==> config.mk <==
export PLATFORM = sky130hd
export DESIGN_NAME = data_mem_wait
export DESIGN_NICKNAME = d
export VERILOG_FILES = /design/src/rtl/mem_defs_pkg.sv /design/src/rtl/data_mem_wait_counter.sv /design/src/rtl/data_mem_wait.sv
export SDC_FILE = /design/constraint.sdc
export NUM_CORES = 2
export LEC_CHECK = 0
export ABC_AREA = 0
export BUFFER_PORTS_ARGS = -buffer_cell sky130_fd_sc_hd__clkbuf_2
export CAP_MARGIN = 0
export CORE_UTILIZATION = 40
export DETAILED_ROUTE_END_ITERATION = 8
export PLACE_DENSITY = 0.53
export SETUP_SLACK_MARGIN = 0.4
export SYNTH_ARGS = -nofsm -noshare
export SYNTH_HDL_FRONTEND = slang
export SYNTH_SLANG_ARGS = --single-unit
==> constraint.sdc <==
create_clock -name clock -period 3.2 [get_ports clock]
set_clock_uncertainty 0.05 [all_clocks]
set_input_delay 0.16 -clock clock [delete_from_list [all_inputs] [get_ports clock]]
set_output_delay 0.16 -clock clock [all_outputs]
set_load 0.01 [all_outputs]
==> src/rtl/mem_defs_pkg.sv <==
// mem_defs: definitions shared by the data memory and the CPU top.
//   mem_state_t : request FSM state encoding (IDLE/WAIT/ACCESS/RESP)
//   clog2       : ceiling log2, usable in parameter expressions
//   DEF_DATA_W, DEF_DEPTH : default data width and word count
package mem_defs;

  localparam int DEF_DATA_W = 32;
  localparam int DEF_DEPTH  = 128;

  typedef enum logic [1:0] {
    MEM_IDLE   = 2'd0,
    MEM_WAIT   = 2'd1,
    MEM_ACCESS = 2'd2,
    MEM_RESP   = 2'd3
  } mem_state_t;

  // Smallest r such that 2**r >= value; clog2(1) = 0.
  function automatic int clog2(input int value);
    int result;
    result = 0;
    for (int i = 0; i < 31; i++) begin
      if ((1 << i) < value) result = i + 1;
    end
    return result;
  endfunction

endpackage

==> src/rtl/data_mem_wait_counter.sv <==
// wait_counter: loadable down-counter that stops at zero.
//   clock    : rising-edge clock
//   reset    : synchronous active-high, clears the count
//   load     : load load_val this edge (overrides counting)
//   load_val : value to load
//   zero     : count is currently zero
module wait_counter #(
  parameter int WIDTH = 2
) (
  input  logic             clock,
  input  logic             reset,
  input  logic             load,
  input  logic [WIDTH-1:0] load_val,
  output logic             zero
);

  logic [WIDTH-1:0] count;

  always_ff @(posedge clock) begin
    if (reset) begin
      count <= '0;
    end else if (load) begin
      count <= load_val;
    end else if (count != '0) begin
      count <= count - WIDTH'(1);
    end
  end

  assign zero = (count == '0);

endmodule

==> src/rtl/data_mem_wait.sv <==
// data_mem_wait: word-organised data RAM with valid/ready requests, a fixed
// number of wait states, byte-enable writes and range/alignment errors.
//   clock, reset : rising-edge clock, synchronous active-high reset
//   req_valid/req_ready : request handshake (ready only when idle)
//   req_write, req_addr, req_wdata, req_be : request fields (byte address)
//   rsp_valid    : one-cycle response strobe
//   rsp_rdata    : read data (0 for writes and errors), held between strobes
//   rsp_error    : misaligned address or word index beyond DEPTH
//   busy         : a request is in flight
module data_mem_wait
  import mem_defs::*;
#(
  parameter int DATA_W  = DEF_DATA_W,
  parameter int DEPTH   = DEF_DEPTH,
  parameter int ADDR_W  = 32,
  parameter int LATENCY = 2
) (
  input  logic                clock,
  input  logic                reset,
  input  logic                req_valid,
  output logic                req_ready,
  input  logic                req_write,
  input  logic [ADDR_W-1:0]   req_addr,
  input  logic [DATA_W-1:0]   req_wdata,
  input  logic [DATA_W/8-1:0] req_be,
  output logic                rsp_valid,
  output logic [DATA_W-1:0]   rsp_rdata,
  output logic                rsp_error,
  output logic                busy
);

  localparam int BE_W     = DATA_W / 8;
  localparam int OFS_W    = clog2(BE_W);
  localparam int IDX_W    = (clog2(DEPTH) < 1) ? 1 : clog2(DEPTH);
  localparam int CNT_W    = (clog2(LATENCY + 1) < 1) ? 1 : clog2(LATENCY + 1);
  localparam int LOAD_VAL = (LATENCY > 0) ? LATENCY - 1 : 0;

  logic [DATA_W-1:0] mem_file [DEPTH];

  mem_state_t        state;
  logic              cap_write;
  logic [ADDR_W-1:0] cap_addr;
  logic [DATA_W-1:0] cap_wdata;
  logic [BE_W-1:0]   cap_be;

  logic [ADDR_W-1:0] word_idx;
  logic [IDX_W-1:0]  mem_idx;
  logic              addr_err;
  logic              accept;
  logic              cnt_zero;

  // Ready is masked by reset so a request presented together with reset
  // is never accepted.
  assign req_ready = (state == MEM_IDLE) && !reset;
  assign busy      = (state != MEM_IDLE);
  assign accept    = req_ready && req_valid;

  // Misalignment is tested with a mask so that BE_W = 1 needs no special case.
  assign word_idx = cap_addr >> OFS_W;
  assign mem_idx  = word_idx[IDX_W-1:0];
  assign addr_err = ((cap_addr & ADDR_W'(BE_W - 1)) != '0) ||
                    (word_idx >= ADDR_W'(DEPTH));

  wait_counter #(
    .WIDTH(CNT_W)
  ) u_wait_counter (
    .clock   (clock),
    .reset   (reset),
    .load    (accept),
    .load_val(CNT_W'(LOAD_VAL)),
    .zero    (cnt_zero)
  );

  // Request FSM with registered response outputs.
  always_ff @(posedge clock) begin
    if (reset) begin
      state     <= MEM_IDLE;
      rsp_valid <= 1'b0;
      rsp_rdata <= '0;
      rsp_error <= 1'b0;
    end else begin
      rsp_valid <= 1'b0;
      case (state)
        MEM_IDLE: begin
          if (req_valid) begin
            cap_write <= req_write;
            cap_addr  <= req_addr;
            cap_wdata <= req_wdata;
            cap_be    <= req_be;
            if (LATENCY == 0) state <= MEM_ACCESS;
            else              state <= MEM_WAIT;
          end
        end
        MEM_WAIT: begin
          if (cnt_zero) state <= MEM_ACCESS;
        end
        MEM_ACCESS: begin
          rsp_error <= addr_err;
          if (addr_err || cap_write) rsp_rdata <= '0;
          else                       rsp_rdata <= mem_file[mem_idx];
          rsp_valid <= 1'b1;
          state     <= MEM_RESP;
        end
        MEM_RESP: begin
          state <= MEM_IDLE;
        end
        default: begin
          state <= MEM_IDLE;
        end
      endcase
    end
  end

  // Array write happens on the edge that closes ACCESS; a reset landing on
  // that edge drops the write.
  always_ff @(posedge clock) begin
    if (!reset && state == MEM_ACCESS && cap_write && !addr_err) begin
      for (int i = 0; i < BE_W; i++) begin
        if (cap_be[i]) mem_file[mem_idx][8*i +: 8] <= cap_wdata[8*i +: 8];
      end
    end
  end

endmodule

======== Word level (Yosys, flattened, before mapping) ========
Memories as Yosys holds them, arrays and structs flattened. A register that Yosys moved wholly into a read port is not among the register bits.
Index checks and enable logic that the tools add are counted.
storage, ports and cells
  word-level logic and storage cells ...... 57
  memories ................................ 1
  output and inout bits ................... 36
  flip-flop bits (word level) ............. 107
  memory bits (writable) .................. 4096
cells by class
  bitwise operators ....................... 1
  $lt $le $gt $ge ......................... 1
  add/sub/neg operators ................... 1
  eq/ne operators ......................... 5
  muxes and demuxes ....................... 20
  reductions and logical operators ........ 18
memories
  memory    depth  width  rd ports  clocked after Yosys merged registers in  write ports  line                 RTL
  mem_file  128    32     1         1                                        1            data_mem_wait.sv:38  logic [DATA_W-1:0] mem_file [DEPTH];
operators with widths
  operator                                               number
  2-to-1 mux 32 bit                                      1
  nonzero test 32 bit                                    1
  >= comparator 30 x 8 -> 1 bit (second input constant)  1
  2-to-1 mux 1 bit                                       15
  case mux 2 bit (4 select lines)                        1
  2-to-1 mux 7 bit                                       1
  nonzero test 2 bit                                     3
  logical AND 1 bit                                      5
  == test 2 bit (second input constant)                  2
  logical NOT 2 bit                                      2
  2-to-1 mux 2 bit                                       2
  inequality test 2 bit (second input constant)          2
  AND reduction 3 bit                                    1
  == test 2 x 1 -> 1 bit (second input constant)         1
  logical NOT 1 bit                                      2
  logical OR 1 bit                                       2
  AND reduction 2 bit                                    1
  OR reduction 2 bit                                     1
  subtractor 2 x 1 -> 2 bit (second input constant)      1
  inverter 1 bit                                         1

======== Longest topological paths before layout ========
  depth after elaboration ................. 6
  gate-level depth with buffers ........... 12
  mapped depth without buffers ............ 8

======== Modules after synthesis ========
From an unflattened synthesis, not the netlist that was laid out.
second synthesis, totals
  cells, all modules ...................... 7760
  area total of the unflattened synthesis .. 163215.3 µm²
modules (own cells, without submodules)
  module         sequential area each (µm²)  cells each  area each (µm²)  instances
  data_mem_wait  125930.8                    7748        163093.9         1
  wait_counter   40.0                        12          121.4            1

======== Least setup slack after synthesis ========
Ideal clock, no wire load.
  path type ............................... register -> register
  start point ............................. register state[0]
  end point ............................... register cap_addr[0] (enable)
  clock period less this slack ............ 2.968 ns
  setup time .............................. 0.424 ns
  path slack .............................. 0.232 ns
  arrival ................................. 2.494 ns
  cell stages (with the launch flop) ...... 7
  path through ............................ dfxtp_1 inv_1 ha_1 inv_1 nor2_1 nand2_1 inv_1
on the way
  cells in the longest elaborated chain, start to end .. 2
RTL lines
  element                        line                 RTL
  start, declared                data_mem_wait.sv:40  mem_state_t state;
  start signal, assigned         data_mem_wait.sv:77  state <= MEM_IDLE;
  start signal, assigned         data_mem_wait.sv:90  if (LATENCY == 0) state <= MEM_ACCESS;
  start signal, assigned         data_mem_wait.sv:91  else state <= MEM_WAIT;
  logical NOT 2 bit              data_mem_wait.sv:83  case (state)
  AND reduction 3 bit (no line)  n/a
  end signal, assigned           data_mem_wait.sv:87  cap_addr <= req_addr;
  end, declared                  data_mem_wait.sv:42  logic [ADDR_W-1:0] cap_addr;
No other way between the ends.
A chain may end at the register's enable or synchronous reset.

======== Worst setup path in the final report ========
  start point ............................. register cap_addr[3]
  end point ............................... memory mem_file[66][29] in the netlist's numbering (enable)
on the way
  cells in the longest elaborated chain, start to end .. 6
RTL lines
  element                                 line                  RTL
  >= comparator 30 x 8 -> 1 bit           data_mem_wait.sv:62   (word_idx >= ADDR_W'(DEPTH));
  logical OR 1 bit                        data_mem_wait.sv:61   assign addr_err = ((cap_addr & ADDR_W'(BE_W - 1)) != '0) ||
  logical NOT 1 bit                       data_mem_wait.sv:117  if (!reset && state == MEM_ACCESS && cap_write && !addr_err) begin
  logical AND 1 bit                       data_mem_wait.sv:117
  2-to-1 mux 1 bit                        data_mem_wait.sv:117
  2-to-1 mux 1 bit (implied by the code)  data_mem_wait.sv:119  if (cap_be[i]) mem_file[mem_idx][8*i +: 8] <= cap_wdata[8*i +: 8];
  end, declared                           data_mem_wait.sv:38
Parallel ways exist; a longest one is shown, timed or not.

==> run metrics <==
Die Ht=640 um; Syn-to-layout area delta=23.2%; endpoints failing hold=0; reg-to-reg endpoint=mem_file[66][29]$_DFFE_PP_; Finished Core Util=0.497; crit path time final=3.21 ns; Clk Latency, worst-skew pair=1.04 ns; Primary FF master, synth=edfxtp_1; Synth Register Bits=4210; failing checks=setup timing; Hold Crit Class=in2reg; fillcell total=32800; WL/cell=38.0 um; worst endpoint required time=3.82 ns; Critical path origin=cap_addr[3]$_DFFE_PP_; Mapped Nets=7594; Starting Density=0.403; number of global-route vias before repair=87500; worst slew pin tran=1.48 ns; first drt pass iteration count=6; Leakage=65.3 nW; asr flop ratio synth=0; period utilisation layout=1.00; number of buffers created by CTS=447; status=complete, but fails checks; CTS Root Cell=clkbuf_16; fraction of layout cells with a size suffix above 1=0.364; dpl hpwl=380000 um; RePlAce Congestion=0.942; mux cell area share after synthesis=0.158; initial drt markers=13500; EDFF count, synth=4165; CP max FO=9; XOR/XNOR Fraction of Synth Area=0.0000538; Critical Path Sink Type=register; worst reg-to-reg path cell count=6; largest net degree at the start of global routing=129; most frequent cells in the layout=edfxtp_1 (4165), buf_4 (1139), mux4_2 (1013), nor2_1 (526), clkbuf_16 (458); Hold Crit Start=req_addr[7]; # IOs=108; Die X=640 um; first-pass GRT wire length=766000 um; Yosys warnings=0; fin worst setup slack=-0.00866 ns; Total Wirelength=576000 um; Max Slew Vio Count=0; Compound-Gate Fraction of Synth Area=0.0251; CTS tree=done; max_cap viols=0; fin nets=9354; drt via density=5.99; RSZ-0062 raised after global routing=yes; flop2flop setup slack=-0.009 ns; adder-cell share of the synthesized area=0.000384; Syn Inst Count=7517; max frequency=0.312 GHz; Worst Setup Start Kind=register; Synth Area in Simple Gates=0.0266; VDD IR max=0.562 mV; DP Area=180000 sq um; Mapped Area=163000 sq um; register area share after synthesis=0.773; final setup fails=5; main combinational cell family by area after synthesis=multiplexers; pre-CTS setup slack=-0.383 ns; Worst Setup Path Type=reg2reg; Final Cell Area=201000 sq um; Mean Syn Cell Area=21.7 sq um; Setup Total Neg Slack=-0.0170 ns; core area=404000 sq um; die area=410000 sq um; post-synth cell types=67; Total GRT Usage=0.277; DR DRC count=0; r2r startpoint=cap_addr[3]$_DFFE_PP_; Max H-tree Level=5; # clock sinks=4210; power per cell area=679 nW/um^2; Rows=233; grt total ovfl=0; clk slew on worst S/H paths=0.06 ns; Post-DRT Antenna Nets=0; Max clock buf depth=4; critical path arrival=3.83 ns; vias=90800; antenna violations before repair=77; buffers added on ports=107; commonest non-fill, non-tap cell in the layout=edfxtp_1; Max-slew headroom=0.0113; Setup crit end=mem_file[66][29]$_DFFE_PP_
routing by layer:
metal | track usage | vias up | part of all wire | wire, um
met3 | 0.0733 | 1229 | 0.11 | 60500
met4 | 0.144 | 36 | 0.057 | 32900
met1 | 0.372 | 48800 | 0.38 | 221000
met2 | 0.416 | 5435 | 0.45 | 261000
li1 | - | 35300 | - | -
met5 | 0.00225 | - | 0.00081 | 466
power by group:
| part | switching (W) | internal, W | leakage (nW) |
|---|---|---|---|
| clock network | 0.0221 | 0.0304 | 7.19 |
| logic | 0.0130 | 0.00871 | 20.3 |
| registers | 0.000363 | 0.0617 | 37.8 |
worst min path at each step:
| stage | end | depth (start not counted) | slack, ns |
|---|---|---|---|
| after global placement | cap_wdata[17]$_DFFE_PP_ | 1 | 0.29 |
| final | register | 3 | 0.06 |
| after floorplan | cap_addr[0]$_DFFE_PP_ | 0 | 0.21 |
| after CTS | register | 3 | 0.009 |
| after detailed placement | cap_addr[28]$_DFFE_PP_ | 1 | 0.29 |
| after global routing | register | 3 | 0.03 |
cell usage after synthesis, drive strengths merged (41+ instances only):
master	n	area share
a22oi	151	0.0070
buf	273	0.013
clkbuf	160	0.0037
dfxtp	45	0.0055
edfxtp	4165	0.77
mux2i	267	0.016
mux4	1013	0.14
nand2	243	0.0056
nand3	47	0.0014
nor2	595	0.014
o211ai	41	0.0019
o22ai	93	0.0036
cells by family (layout without fill, tap and decap cells):
family / Yosys count / count (layout)
AO/OA/AOI/OAI: 527 / 527
flip-flops: 4210 / 4210
multiplexers: 1295 / 1295
other: 0 / 79
buffers and inverters: 448 / 2591
adder cells (fa/ha/maj): 5 / 5
XOR/XNOR: 1 / 1
AND/OR/NAND/NOR: 1031 / 1035
flip-flops by register name, indices dropped and copies added (netlist names), named ones only:
register and count:
cap_wdata 32, state 2, cap_write 1, mem_file 4096, rsp_error 1, cap_addr 32, rsp_rdata 32, rsp_valid 1
u_wait_counter.count 2, cap_be 4
worst max-delay path, cell delays in order, from the launching register on:
cell      delay [ns]
edfxtp_1        0.64
nor3b_4         0.59
buf_4           0.30
nand2_1         0.53
buf_4           0.40
nor2_1          0.09
buf_4           0.21
layout make-up:
class	instances	area [sq um]	area share
antenna	79	198	0.000985
clock buffer	540	11700	0.0582
clock inverter	296	3100	0.0155
inverter	15	67.6	0.000337
multi-input combinational	2863	35500	0.177
sequential	4210	126000	0.628
tap	5405	6760	0.0337
timing repair buffer	1740	17400	0.0866
through the flow:
step | hold WS [ns] | cells | total power (W)
after floorplan | 0.209 | 7517 | 0.0734
after global placement | 0.286 | 13900 | 0.0826
after detailed placement | 0.289 | 13900 | 0.0827
after CTS | 0.00907 | 15000 | 0.136
after global routing | 0.0309 | 15100 | 0.139
final | 0.0628 | 15100 | 0.136
timing repair:
| item | in CTS | in global routing |
|---|---|---|
| hold buffers | 137 | 0 |
| hold endpoints to repair | 102 | 0 |
| endpoints found under the setup margin | 4129 | 4118 |
| setup buffers | 66 | 104 |
| gates cloned | 36 | 8 |
| gates resized for setup | 308 | 140 |
| pin swaps | 54 | 32 |
(Power assumes the default switching activity.)
